<file path="src/rtl/fetch_pkg.sv">
// Shared types and constants for the instruction fetch stage.
package fetch_pkg;

   localparam int unsigned XLEN_DEFAULT = 32;
   localparam int unsigned INSTR_BYTES  = 4;

   typedef enum logic [1:0] {FREE, PENDING, READY} entry_state_t;
   typedef enum logic [1:0] {FETCH, BLOCKED, FLUSH} fetch_state_t;

endpackage

</file>
<file path="src/rtl/instruction_fetch_if.sv">
// Bundle of PC, instruction-memory and decode handshakes around the fetch stage.
interface instruction_fetch_if
   import fetch_pkg::*;
   #(parameter int unsigned XLEN = XLEN_DEFAULT);

   logic [XLEN-1:0] pc_address;
   logic            pc_advance;
   logic            redirect;
   logic            imem_req_valid;
   logic            imem_req_ready;
   logic [XLEN-1:0] imem_req_addr;
   logic            imem_resp_valid;
   logic [XLEN-1:0] imem_resp_data;
   logic            inst_valid;
   logic            inst_ready;
   logic [XLEN-1:0] inst_data;
   logic [XLEN-1:0] inst_pc;
   logic [XLEN-1:0] inst_next_pc;

   modport master (
      input  pc_address, redirect, imem_req_ready, imem_resp_valid, imem_resp_data, inst_ready,
      output pc_advance, imem_req_valid, imem_req_addr, inst_valid, inst_data, inst_pc, inst_next_pc
   );

   modport slave (
      output pc_address, redirect, imem_req_ready, imem_resp_valid, imem_resp_data, inst_ready,
      input  pc_advance, imem_req_valid, imem_req_addr, inst_valid, inst_data, inst_pc, inst_next_pc
   );

endinterface

</file>
<file path="src/rtl/fetch_queue.sv">
// In-order fetch buffer: entries are allocated at tail, filled oldest-pending first
// and popped from head; clear empties everything and rewinds the pointers.
module fetch_queue
   import fetch_pkg::*;
   #(
      parameter  int unsigned XLEN  = XLEN_DEFAULT,
      parameter  int unsigned DEPTH = 2,
      localparam int unsigned PW    = (DEPTH > 1) ? $clog2(DEPTH) : 1,
      localparam int unsigned CW    = $clog2(DEPTH + 1)
   )
   (
      input  logic            clk,
      input  logic            reset,
      input  logic            clear,
      input  logic            alloc,
      input  logic [XLEN-1:0] alloc_pc,
      input  logic            fill,
      input  logic [XLEN-1:0] fill_data,
      input  logic            pop,
      output logic            head_ready,
      output logic [XLEN-1:0] head_pc,
      output logic [XLEN-1:0] head_data,
      output logic [CW-1:0]   occ_cnt,
      output logic [CW-1:0]   pend_cnt
   );

   entry_state_t    st      [DEPTH];
   logic [XLEN-1:0] pc_q    [DEPTH];
   logic [XLEN-1:0] data_q  [DEPTH];
   logic [PW-1:0]   head;
   logic [PW-1:0]   tail;
   logic [PW-1:0]   fptr;

   function automatic logic [PW-1:0] wrap_inc(input logic [PW-1:0] p);
      return (p == PW'(DEPTH - 1)) ? '0 : p + 1'b1;
   endfunction

   // Fill and pop never target the same entry (PENDING vs READY), and a
   // full queue never allocates, so the three updates are independent.
   always_ff @(posedge clk) begin
      if (reset || clear) begin
         for (int unsigned i = 0; i < DEPTH; i++) st[i] <= FREE;
         head     <= '0;
         tail     <= '0;
         fptr     <= '0;
         occ_cnt  <= '0;
         pend_cnt <= '0;
      end else begin
         if (pop) begin
            st[head] <= FREE;
            head     <= wrap_inc(head);
         end
         if (fill) begin
            st[fptr] <= READY;
            fptr     <= wrap_inc(fptr);
         end
         if (alloc) begin
            st[tail] <= PENDING;
            tail     <= wrap_inc(tail);
         end
         occ_cnt  <= occ_cnt + CW'(alloc) - CW'(pop);
         pend_cnt <= pend_cnt + CW'(alloc) - CW'(fill);
      end
   end

   always_ff @(posedge clk) begin
      if (alloc) pc_q[tail]   <= alloc_pc;
      if (fill)  data_q[fptr] <= fill_data;
   end

   always_comb begin
      head_ready = (st[head] == READY);
      head_pc    = pc_q[head];
      head_data  = data_q[head];
   end

endmodule

</file>
<file path="src/rtl/instruction_fetch.sv">
// Fetch stage: credit-limited in-order requests, redirect flush with response dropping.
// Define FETCH_TRACE_EN to print decode handshakes and redirects in simulation.
module instruction_fetch
   import fetch_pkg::*;
   #(
      parameter int unsigned XLEN  = XLEN_DEFAULT,
      parameter int unsigned DEPTH = 2
   )
   (
      input logic clk,
      input logic reset,
      instruction_fetch_if.master bus
   );

   localparam int unsigned CW = $clog2(DEPTH + 1);

   fetch_state_t    state;
   logic [CW-1:0]   drop_cnt;
   logic [CW-1:0]   drop_nxt;
   logic [CW-1:0]   occ_cnt;
   logic [CW-1:0]   occ_nxt;
   logic [CW-1:0]   pend_cnt;
   logic [CW:0]     credit;
   logic [CW:0]     credit_nxt;
   logic            req_fire;
   logic            resp_fill;
   logic            resp_drop;
   logic            resp_consumed;
   logic            pop;
   logic            head_ready;
   logic [XLEN-1:0] head_pc;
   logic [XLEN-1:0] head_data;

   always_comb begin
      credit             = (CW+1)'(DEPTH) - {1'b0, occ_cnt} - {1'b0, drop_cnt};
      bus.imem_req_valid = (state == FETCH) && (credit != '0) && !bus.redirect && !reset;
      bus.imem_req_addr  = bus.pc_address;
      req_fire           = bus.imem_req_valid && bus.imem_req_ready;
      bus.pc_advance     = req_fire;
      resp_drop          = bus.imem_resp_valid && (drop_cnt != '0);
      resp_fill          = bus.imem_resp_valid && (drop_cnt == '0) && (pend_cnt != '0)
                           && !bus.redirect && !reset;
      resp_consumed      = bus.imem_resp_valid && ((drop_cnt != '0) || (pend_cnt != '0));
      bus.inst_valid     = head_ready && !bus.redirect;
      pop                = bus.inst_valid && bus.inst_ready;
      bus.inst_data      = head_ready ? head_data : '0;
      bus.inst_pc        = head_ready ? head_pc : '0;
      bus.inst_next_pc   = head_ready ? head_pc + XLEN'(INSTR_BYTES) : '0;
   end

   // Outstanding drops carry over a redirect; a response arriving in the
   // redirect cycle retires one of them (or the oldest pending fetch).
   always_comb begin
      if (bus.redirect) begin
         occ_nxt  = '0;
         drop_nxt = drop_cnt + pend_cnt - CW'(resp_consumed);
      end else begin
         occ_nxt  = occ_cnt + CW'(req_fire) - CW'(pop);
         drop_nxt = drop_cnt - CW'(resp_drop);
      end
      credit_nxt = (CW+1)'(DEPTH) - {1'b0, occ_nxt} - {1'b0, drop_nxt};
   end

   always_ff @(posedge clk) begin
      if (reset) begin
         state    <= FETCH;
         drop_cnt <= '0;
      end else begin
         drop_cnt <= drop_nxt;
         if (bus.redirect) begin
            state <= (drop_nxt != '0) ? FLUSH : FETCH;
         end else begin
            case (state)
               FLUSH: begin
                  if (drop_nxt == '0) state <= (credit_nxt == '0) ? BLOCKED : FETCH;
               end
               default: state <= (credit_nxt == '0) ? BLOCKED : FETCH;
            endcase
         end
      end
   end

   fetch_queue #(
      .XLEN  (XLEN),
      .DEPTH (DEPTH)
   ) u_queue (
      .clk        (clk),
      .reset      (reset),
      .clear      (bus.redirect),
      .alloc      (req_fire),
      .alloc_pc   (bus.pc_address),
      .fill       (resp_fill),
      .fill_data  (bus.imem_resp_data),
      .pop        (pop),
      .head_ready (head_ready),
      .head_pc    (head_pc),
      .head_data  (head_data),
      .occ_cnt    (occ_cnt),
      .pend_cnt   (pend_cnt)
   );

`ifdef FETCH_TRACE_EN
   always_ff @(posedge clk) begin
      if (!reset && bus.inst_valid && bus.inst_ready)
         $display("FETCH: pc=0x%h inst=0x%h", bus.inst_pc, bus.inst_data);
      if (!reset && bus.redirect)
         $display("FLUSH: dropped=%0d", drop_nxt);
   end
`else
   // untraced build: no simulation output
`endif

endmodule

</file>
<file path="src/flat_wrapper.sv">
// flat-port wrapper written by rule: the top's interface ports become plain ports
module instruction_fetch_flat import fetch_pkg::*;
#(
      parameter int unsigned XLEN  = XLEN_DEFAULT,
      parameter int unsigned DEPTH = 2
   )
  (clk, reset, bus_pc_address, bus_redirect, bus_imem_req_ready, bus_imem_resp_valid, bus_imem_resp_data, bus_inst_ready, bus_pc_advance, bus_imem_req_valid, bus_imem_req_addr, bus_inst_valid, bus_inst_data, bus_inst_pc, bus_inst_next_pc);
  instruction_fetch_if #(.XLEN(XLEN)) bus_i ();
  input logic clk;
  input logic reset;
  input wire logic [$bits(bus_i.pc_address)-1:0] bus_pc_address;
  input wire logic [$bits(bus_i.redirect)-1:0] bus_redirect;
  input wire logic [$bits(bus_i.imem_req_ready)-1:0] bus_imem_req_ready;
  input wire logic [$bits(bus_i.imem_resp_valid)-1:0] bus_imem_resp_valid;
  input wire logic [$bits(bus_i.imem_resp_data)-1:0] bus_imem_resp_data;
  input wire logic [$bits(bus_i.inst_ready)-1:0] bus_inst_ready;
  output wire logic [$bits(bus_i.pc_advance)-1:0] bus_pc_advance;
  output wire logic [$bits(bus_i.imem_req_valid)-1:0] bus_imem_req_valid;
  output wire logic [$bits(bus_i.imem_req_addr)-1:0] bus_imem_req_addr;
  output wire logic [$bits(bus_i.inst_valid)-1:0] bus_inst_valid;
  output wire logic [$bits(bus_i.inst_data)-1:0] bus_inst_data;
  output wire logic [$bits(bus_i.inst_pc)-1:0] bus_inst_pc;
  output wire logic [$bits(bus_i.inst_next_pc)-1:0] bus_inst_next_pc;
  assign bus_i.pc_address = bus_pc_address;
  assign bus_i.redirect = bus_redirect;
  assign bus_i.imem_req_ready = bus_imem_req_ready;
  assign bus_i.imem_resp_valid = bus_imem_resp_valid;
  assign bus_i.imem_resp_data = bus_imem_resp_data;
  assign bus_i.inst_ready = bus_inst_ready;
  assign bus_pc_advance = bus_i.pc_advance;
  assign bus_imem_req_valid = bus_i.imem_req_valid;
  assign bus_imem_req_addr = bus_i.imem_req_addr;
  assign bus_inst_valid = bus_i.inst_valid;
  assign bus_inst_data = bus_i.inst_data;
  assign bus_inst_pc = bus_i.inst_pc;
  assign bus_inst_next_pc = bus_i.inst_next_pc;
  instruction_fetch #(.XLEN(XLEN), .DEPTH(DEPTH)) u_core (.clk(clk), .reset(reset), .bus(bus_i));
endmodule
</file>
<file path="config.mk">
export PLATFORM = sky130hd
export DESIGN_NAME = instruction_fetch_flat
export DESIGN_NICKNAME = d
export VERILOG_FILES = /design/src/rtl/fetch_pkg.sv /design/src/rtl/instruction_fetch_if.sv /design/src/rtl/fetch_queue.sv /design/src/rtl/instruction_fetch.sv /design/src/flat_wrapper.sv
export SDC_FILE = /design/constraint.sdc
export NUM_CORES = 1
export LEC_CHECK = 0
export ABC_AREA = 0
export BUFFER_PORTS_ARGS = -buffer_cell sky130_fd_sc_hd__buf_2
export CORE_MARGIN = 4
export CORE_UTILIZATION = 45
export DETAILED_ROUTE_END_ITERATION = 10
export PLACE_DENSITY = 0.71
export RECOVER_POWER = 25
export SYNTH_ARGS = -nofsm -noshare
export SYNTH_HDL_FRONTEND = slang
export SYNTH_SLANG_ARGS = --single-unit
export TNS_END_PERCENT = 50
</file>
<file path="constraint.sdc">
create_clock -name clk -period 4.9 [get_ports clk]
set_input_delay 0.735 -clock clk [delete_from_list [all_inputs] [get_ports clk]]
set_output_delay 0.735 -clock clk [all_outputs]
set_load 0.01 [all_outputs]
</file>
# --- Word-level counts from Yosys, hierarchy flattened ---
# Memory sizes are Yosys's and may differ from the RTL's. A register that Yosys moved wholly into a read port is not among the register bits.
# Cells that the tools add are included.
classes:
  add_sub_neg: 15
  n_eq_ne: 3
  muxes: 38
  n_reduce_logical: 26
ops:
  columns: ["operator", "count"]
  rows:
  - ["$mux W32", 3]
  - ["$add A32 B3 Y32 const B", 1]
  - ["$mux W1", 27]
  - ["$mux W2", 8]
  - ["$logic_and A1 B1 Y1", 12]
  - ["$sub A2 B1 Y2", 4]
  - ["$logic_not A2 Y1", 3]
  - ["$reduce_bool A2 Y1", 3]
  - ["$sub A2 B2 Y3 const A", 2]
  - ["$sub A3 B2 Y3", 2]
  - ["$add A2 B1 Y2", 2]
  - ["$eq A2 B2 Y1 const B", 2]
  - ["$reduce_or A2 Y1", 2]
  - ["$add A1 B1 Y1 const B", 3]
  - ["$logic_not A3 Y1", 1]
  - ["$ne A3 B2 Y1 const B", 1]
  - ["$reduce_bool A3 Y1", 1]
  - ["$add A2 B2 Y2", 1]
  - ["$logic_not A1 Y1", 2]
  - ["$logic_or A1 B1 Y1", 2]
totals:
  regBits: 11
  ramBits: 132
  in_bits: 70
  output_inout_bits: 131
  word_cells: 92
  memories: 3
mem_list:
  columns: ["memory", "words", "width", "rd", "rd_ports_with_merged_regs", "write_ports", "line_no", "source"]
  rows:
  - ["u_core.u_queue.data_q", 2, 32, 1, 1, 1, "fetch_queue.sv:29", "logic [XLEN-1:0] data_q [DEPTH];"]
  - ["u_core.u_queue.pc_q", 2, 32, 1, 1, 1, "fetch_queue.sv:28", "logic [XLEN-1:0] pc_q [DEPTH];"]
  - ["u_core.u_queue.st", 2, 2, 1, 1, 3, "fetch_queue.sv:27", "entry_state_t st [DEPTH];"]

# --- Longest topological paths before layout ---
# Gate-level depths: netlist (run 1).
logic_depth:
  word_depth: 17
  ltp_mapped: 17
  depth_no_buf: 17

# --- Hierarchy ---
# A second synthesis (run 1) with hierarchy kept.
hier_totals:
  cells_unflattened: 532
  area_unflattened_um2: 7149.4
by_module_without_submodules:
  columns: ["mod", "instances", "cells_per_inst", "area_per_inst_um2", "seq_area_each_um2"]
  rows:
  - ["fetch_queue", 1, 256, 5283.8, 4083.9]
  - ["instruction_fetch", 1, 276, 1865.5, 80.1]

# --- Worst setup path before layout (run 1) ---
# Ideal clock, no wire load.
synth_path:
  kind: "input-to-reg"
  start: "input port reset"
  end: "memory u_core.u_queue.pc_q[0][0] in the netlist's numbering, enable pin"
  setup_time_ns: 0.424
  t_arrival_ns: 3.455
  required_time_ns: 4.476
  setup_slack_ns: 1.021
  cell_stages: 7
  n_path_buf: 2
  path_cell_list: "clkbuf_1 or2_1 buf_2 a2111oi_4 and2_1 inv_1 nor2_1"
synth_via:
  elab_chain_len: 5
synth_lines:
  columns: ["item", "line_no", "source"]
  rows:
  - ["start, declared", "flat_wrapper.sv:10", "input logic reset;"]
  - ["$logic_not A1 Y1", "instruction_fetch.sv:36", "bus.imem_req_valid = (state == FETCH) && (credit != '0) && !bus.redirect && !reset;"]
  - ["$logic_and A1 B1 Y1", "instruction_fetch.sv:36", null]
  - ["via bus_imem_req_valid", "flat_wrapper.sv:18", "output wire logic [$bits(bus_i.imem_req_valid)-1:0] bus_imem_req_valid;"]
  - ["$logic_and A1 B1 Y1", "instruction_fetch.sv:38", "req_fire = bus.imem_req_valid && bus.imem_req_ready;"]
  - ["via bus_pc_advance", "flat_wrapper.sv:17", "output wire logic [$bits(bus_i.pc_advance)-1:0] bus_pc_advance;"]
  - ["$mux W1", "fetch_queue.sv:67", "if (alloc) pc_q[tail] <= alloc_pc;"]
  - ["$mux W1 (implied by the code)", "fetch_queue.sv:67", null]
  - ["end, declared", "fetch_queue.sv:28", null]
# The timed path passes the listed nets, and every way through them passes these cells.

==> results of run 1 <==
## state kept, by name, summed over array words and instances (netlist names), named ones only
register                 count
u_core.state                 2
u_core.u_queue.occ_cnt       2
u_core.drop_cnt              2
u_core.u_queue.pend_cnt      2
u_core.u_queue.pc_q         64
u_core.u_queue.head          1
u_core.u_queue.st            4
u_core.u_queue.tail          1
u_core.u_queue.fptr          1
u_core.u_queue.data_q       64
## cells in the final DEF, fill, tap and decap left out, drive strengths merged, types with 3 or more instances in the layout
cell type / instances
nand2: 31
clkinvlp: 3
nand3b: 3
edfxtp: 128
o31ai: 8
buf: 168
nand4b: 3
xor2: 4
nand3: 10
or3: 3
o21ai: 19
inv: 23
xnor2: 12
mux2: 10
a21oi: 6
clkbuf: 54
nand2b: 6
nand4: 11
ha: 10
and2: 11
and3: 3
nor2: 87
nor4: 3
mux2i: 58
dfxtp: 16
nor3: 3
clkinv: 5
## metrics by stage
step / worst slack (ns) / cell area [µm²] / hold slack [ns]
2_1_floorplan: 1.02 / 6940 / 0.452
6_report: 0.738 / 8380 / 0.495
3_5_place_dp: 0.922 / 7840 / 0.479
4_1_cts: 0.681 / 8420 / 0.491
3_3_place_gp: 1.09 / 7840 / 0.464
5_1_grt: 0.416 / 8380 / 0.487
## cell families after synthesis
kind of cell	share of synthesized area, %
adder cells (fa/ha/maj)	2.38
XOR/XNOR	2.36
multiplexers	10.0
AND/OR/NAND/NOR	12.9
AO/OA/AOI/OAI	5.72
buffers and inverters	6.56
flip-flops	60.0
## path summary, 6_finish.rpt
check,start,to,slack [ns],cells past startpoint
setup / recovery,flop,bus_inst_next_pc[31],0.74,7
hold / removal,u_core.u_queue.st[1][1],u_core.u_queue.st[1][1],0.49,2
setup reg to reg,flop,u_core.state[0],0.94,14
hold reg to reg,u_core.u_queue.st[1][1],u_core.u_queue.st[1][1],0.49,2
## critical path, delay by kind of cell (launching register included)
kind                   cells  cell delay (ns)
and+or+nand+nor            3             0.79
AOI/OAI and AO/OA          1             0.28
DFF                        1             0.73
buffers and inverters      2             0.84
muxes                      1             0.37
## power groups by stage
stage	combinational [mW]	clock (mW)	sequential (mW)
after floorplan	0.180	0	1.43
after global placement	0.250	0	1.43
after detailed placement	0.261	0	1.44
after CTS	0.264	1.27	1.41
after global routing	0.287	1.33	1.42
final	0.256	1.25	1.41
## per-layer routing
| metal | up-vias | share of wire, % | global-route usage (%) |
|---|---|---|---|
| met5 | - | 0 | 0 |
| met4 | 0 | 1.9 | 7.70 |
| met3 | 19 | 6.1 | 4.47 |
| met2 | 176 | 51 | 30.1 |
| met1 | 2351 | 41 | 20.0 |
| li1 | 2275 | - | - |
## area by class of cell
type                            instances  area (µm²)  share of cell area (%)
Sequential cell                       144        4170                    49.8
Multi-Input combinational cell        329        2330                    27.8
Timing Repair Buffer                  205         992                    11.8
Clock buffer                           17         425                    5.08
Tap cell                              188         235                    2.81
Clock inverter                         15         156                    1.87
Inverter                               18        67.6                   0.807
==> summary.md, run 1 <==
| Metric | Value |
|---|---|
| Residual DRC | `0` |
| CP Cell Sequence | `buf_4 > nand2_1 > o22ai_2 > nand4_1 > nor4_1 > mux2_1 > buf_2` |
| CP Data Required Time | `4.16 ns` |
| Vias in the first global route | `about 4800` |
| Sequential fraction of the synthesis area | `60.0%` |
| Initial antenna violation count | `0` |
| Combinational fraction of design power | `under 10%` |
| VDD IR max | `slightly above 0.2 mV` |
| Arr. time, crit path | `roughly 3.4 ns` |
| Crit path time final | `around 4.2 ns` |
| Wirelength per Cell | `approximately 17 µm` |
| CTS Root Cell | `clkbuf_16` |
| Crit-path max FO | `48` |
| Syn-to-layout area delta | `20.7%` |
| Iter 0 DRT Violations | `between 200 and 250` |
| Ports | `201` |
| Setup violators final | `0` |
| Vias per Instance | `5.26` |
| Post-synth top cells | `edfxtp_1 (128), nor2_1 (87), mux2i_1 (57), buf_4 (38), nand2_1 (31)` |
| Distinct cell type count after synthesis | `57` |
| Sequential power share | `~48%` |
| Htree depth | `4` |
| Post-CTS Hold Fix Bufs | `0` |
| Placed cells | `between 800 and 900` |
| NetSw | `just under 0.7 mW` |
| RSZ-0062 raised after global routing | `false` |
| CTS max path bufs | `2` |
| Register bit count reported by yosys | `between 100 and 150` |
| Max_cap viols | `0` |
| Leak | `around 3.2 nW` |
| Startpoint Class | `flop` |
| Mapped cell area | `between 6000 and 7000 µm²` |
| First-pass GRT wire length | `around 24000 µm` |
| Top-count cell post-synth | `edfxtp_1` |
| Number of fill cells | `roughly 1300` |
| Sum Neg Setup Slack | `0 ns` |
| Main area contributors after synthesis | `edfxtp_1 (55%), mux2i_1 (8.2%), nor2_1 (4.7%), dfxtp_1 (4.6%), buf_4 (4.1%)` |
| Post-Syn Instances | `549` |
| Mean Syn Cell Area | `12.6 µm²` |
| Final worst path period share | `84.9%` |
| Pwr Total | `around 3 mW` |
| Top FF cell, synth | `edfxtp_1` |
| GRT Total Usage | `approximately 17%` |
| Post-route ant nets | `0` |
| Worst slew margin relative to its limit | `roughly 30%` |
| Final hold viol count | `0` |
| Fin util | `between 50% and 60%` |
| Post-Route WL | `~15000 µm` |
| Nets@finish | `between 700 and 800` |
| Overflow after GRT | `0` |
| Iteration count of the initial detailed-routing pass | `7` |
| Slowest stage cell, crit path | `dfxtp_4` |
| CTS tree | `built` |
| Die area | `~17000 µm²` |
| Crit. End Element | `primary output` |
| Yosys warns | `0` |
| Starting Density | `45.8%` |
| Int Pwr | `roughly 2.2 mW` |
| Switching Share | `between 20% and 30%` |
| PortBufs | `200` |
| Total CTS buffers | `17` |
| Hold crit path type | `reg -> reg` |
| Post-CTS sizing | `0` |
| Clock power share | `between 40% and 50%` |
| Share of the synthesized area in the top cell type | `between 50% and 60%` |
| Biggest cell delay along the critical path | `roughly 0.73 ns` |
| Row count | `45` |
| CTS sink cnt | `~140` |
| Antenna diode count | `0` |
| Area leader, netlist | `edfxtp_1` |
| EDFF count, synth | `128` |
| Core area | `between 15000 and 20000 µm²` |
| Routed via count | `roughly 4800` |
| Die width | `roughly 130 µm` |
| PD cells | `about 350 nW/µm²` |
| Post-CTS setup buffers | `0` |
| Post-synth ARST share | `0%` |
| Syn_nets | `around 630` |
| Worst clock skew | `0.00418 ns` |
| Crit path kind | `reg -> out` |
| Fmax | `0.240 GHz` |
| Fin cells | `between 900 and 1000` |
| Die Ht | `~130 µm` |
| Clock latency on the worst-skew pair | `around 0.4 ns` |
| Worst-Margin Slew | `1.06 ns` |
| Dpl hpwl | `11100 µm` |
| Clk slew on worst S/H paths | `around 0.060 ns` |
| Gpl congestion | `between 0.8 and 0.9` |
| Share of layout cells above drive strength 1 | `a little over 30%` |
| Largest net degree at the start of global routing | `49` |
| Slew Viols, Final | `0` |
| Status | `complete, no violations` |
No activity file was read; power rests on OpenSTA's default activity.
==> inputs of run 2 (changes only) <==
Settings changed: PLACE_DENSITY 0.71 to 0.74.
Clock period 4.9 ns to 3.64 ns, I/O delays scaled along.
==> run 2 against run 1 <==
Effect of this change: via count rose by 0.50%; critical endpoint is now u_core.state[0]; sequential power is 35% higher; worst setup slack lost 0.57 ns; die area is the same; global-route usage grew 0.95 points; count of clock-buffer cells in the layout increased by 1; utilization increased by 0.97 points; combinational power rose by 42%.
==> summary.md, run 2 (synthesis results as in run 1) <==
| Metric | Value |
|---|---|
| Max_cap viols | `0 (unchanged)` |
| Antenna diode count | `0 (unchanged)` |
| Crit. End Element | `flop` |
| Number of fill cells | `1271 (-1.1%)` |
| Multi-input gate area | `2340 µm² (+0.32%)` |
| Crit-path max FO | `3 (-94%)` |
| CTS max path bufs | `2 (unchanged)` |
| Final hold slack | `0.316 ns (-0.179 ns)` |
| Nets@finish | `811 (+1.8%)` |
| Final hold viol count | `0 (unchanged)` |
| Row count | `45 (unchanged)` |
| Sequential cell area | `4170 µm² (about the same)` |
| CTS Root Cell | `clkbuf_16` |
| FF-to-FF End | `u_core.state[0]` |
| Initial antenna violation count | `0 (unchanged)` |
| Worst path bufs/invs | `4 (+2)` |
| Post-route ant nets | `0 (unchanged)` |
| FF-to-FF setup slack | `0.17 ns (-0.77 ns)` |
| Vias per Instance | `5.21 (-1.0%)` |
| Most frequent cells in the layout | `buf_2 (167), edfxtp_1 (128), nor2_1 (86), mux2i_1 (57), clkbuf_1 (34)` |
| Slew Viols, Final | `0 (unchanged)` |
| Crit path kind | `reg -> reg` |
| Startpoint Class | `flop` |
| Share of layout cells above drive strength 1 | `33.4% (+2.4 points)` |
| Post-Route WL | `16300 µm (+5.8%)` |
| Iteration count of the initial detailed-routing pass | `4 (-3)` |
| Crit path time final | `roughly 3.5 ns` |
| Total CTS buffers | `17 (unchanged)` |
| Hold Path Stages | `1 (-1)` |
| Met2 GRT Util | `32.7% (+2.6 points)` |
| Residual DRC | `0 (unchanged)` |
| Fin util | `56.3% (+0.97 points)` |
| Top flop regs | `u_core.u_queue.data_q (64), u_core.u_queue.pc_q (64), u_core.u_queue.st (4)` |
| Overflow after GRT | `0 (unchanged)` |
| Global route hottest layer | `met2` |
| Placed standard-cell area | `7910 µm² (+0.86%)` |
| Worst-Margin Slew | `0.867 ns (-0.190 ns)` |
| GRT Total Usage | `18.2% (+0.95 points)` |
| Arr. time, crit path | `3.82 ns (+0.39 ns)` |
| Routed via count | `4845 (+0.50%)` |
| Worst clock skew | `0.00837 ns (+0.00419 ns)` |
| Worst slew margin relative to its limit | `42.2% (+13 points)` |
| Vias in the first global route | `4917 (+1.6%)` |
| Clock latency on the worst-skew pair | `0.42 ns (about the same)` |
| VDD IR max | `0.263 mV (+28%)` |
| Slowest stage cell, crit path | `fa_1` |
| CP delay by family, top | `adder cells` |
| Htree depth | `4 (unchanged)` |
| Setup violators final | `0 (unchanged)` |
| First-pass GRT wire length | `24900 µm (+4.2%)` |
| GR Util met3 | `4.24% (-0.23 points)` |
| CTS sink cnt | `144 (unchanged)` |
| Post-route cell area | `8520 µm² (+1.8%)` |
| Clock power share | `43.8% (+1.0 points)` |
| Fin cells | `930 (+1.5%)` |
| Die Ht | `132 µm (unchanged)` |
| CTS tree | `built` |
| Pwr Total | `4.03 mW (+38%)` |
| Int Pwr | `3.10 mW (+38%)` |
| Die width | `132 µm (unchanged)` |
| Hold crit path type | `in -> reg` |
| PortBufs | `200 (unchanged)` |
| CP Data Required Time | `3.99 ns (-0.17 ns)` |
| Ports | `201 (unchanged)` |
| Reg-to-reg startpoint | `u_core.drop_cnt[0]` |
| Final worst path period share | `95.4%` |
| Syn-to-layout area delta | `22.9%` |
| Clk slew on worst S/H paths | `0.06 ns (about the same)` |
| Met1 Use GR | `20.9% (+0.86 points)` |
| Post-CTS Hold Fix Bufs | `0 (unchanged)` |
| Largest net degree at the start of global routing | `74 (+51%)` |
| Leak | `3.36 nW (+3.3%)` |
| Fmax | `roughly 0.29 GHz` |
| Worst Min Path Start | `bus_imem_resp_data[26]` |
| Biggest cell delay along the critical path | `0.48 ns (-0.25 ns)` |
| Most used cell, CP | `ha_1` |
| Gpl congestion | `0.834 (-5.6%)` |
| Most common cell after layout, fill and taps aside | `buf_2` |
| PD cells | `473 nW/µm² (+36%)` |
| Dpl hpwl | `11600 µm (+5.2%)` |
| Wirelength per Cell | `17.6 µm (+4.2%)` |
| Reg2Reg Depth | `17 (+3)` |
| CP Cell Sequence | `inv_1 > ha_1 > fa_1 > nor2_1 > a2111oi_4 > and2_4 > inv_2 > ha_1 > inv_1 > ha_1 > nand2b_1 > ha_1 > inv_1 > fa_1 > nor3_2 > nand2_1 > a21oi_1` |
| Combinational fraction of design power | `9.0% (+0.2 points)` |
| Iter 0 DRT Violations | `208 (-16%)` |
| WHS Endpoint | `u_core.u_queue.data_q[0][26]` |
| Starting Density | `45.8% (unchanged)` |
| Placed cells | `893 (+1.0%)` |
| Die area | `17500 µm² (unchanged)` |
| Sequential power share | `47.2% (-1.2 points)` |
| Status | `complete, no violations` |
| Switching Share | `23.0% (-0.18 points)` |
| NetSw | `0.927 mW (+37%)` |
| Core area | `15100 µm² (unchanged)` |
==> run 2: cell types whose count changed in the layout (fill, tap and decap cells not counted), sizes merged <==
cell	change
buf	+18
clkbuf	-3
bufinv	+1
clkinv	-1
clkinvlp	-1
==> run 2: repair_timing <==
action / in CTS / in global routing
pin swaps: 0 / 3
setup buffers: 0 / 5
setup endpoints to repair: 1 / 6
endpoints found under the hold margin: 0 / 0
gates resized for setup: 1 / 3
==> run 2: worst max path at each step <==
stage	startpoint	end	slack, ns	cells past startpoint
2_1_floorplan	u_core.drop_cnt[0]	u_core.state[0]	0.16	17
3_3_place_gp	u_core.drop_cnt[0]	u_core.state[0]	0.19	17
3_5_place_dp	u_core.drop_cnt[0]	u_core.state[0]	-0.01	17
4_1_cts	u_core.drop_cnt[0]	u_core.state[0]	0.02	17
5_1_grt	u_core.drop_cnt[0]	u_core.state[0]	-0.01	17
6_report	u_core.drop_cnt[0]	u_core.state[0]	0.17	17
==> run 2: metal layers <==
metal,vias up,share of wire (%)
met5,-,0
met4,0,2.5
met3,30,5.2
met2,153,52
met1,2355,40
li1,2307,-
==> run 2: through the flow <==
stage / worst slack [ns] / TNS [ns]
6_report: 0.167 / 0
5_1_grt: -0.0131 / -0.0131
4_1_cts: 0.0157 / 0
3_5_place_dp: -0.0115 / -0.0115
3_3_place_gp: 0.191 / 0
2_1_floorplan: 0.163 / 0
==> run 2: cell type report <==
class / count / area share [%]
Sequential cell: 144 / 48.9
Multi-Input combinational cell: 329 / 27.4
Timing Repair Buffer: 219 / 13.0
Clock buffer: 18 / 5.03
Tap cell: 188 / 2.76
Clock inverter: 14 / 2.08
Inverter: 18 / 0.793
==> run 2: power by group through the flow <==
stage               combinational (mW)  sequential, mW  clock (mW)
finish                           0.364            1.90        1.76
global route                     0.405            1.91        1.87
CTS                              0.362            1.90        1.79
detailed placement               0.358            1.93           0
global placement                 0.340            1.93           0
floorplan                        0.242            1.93           0
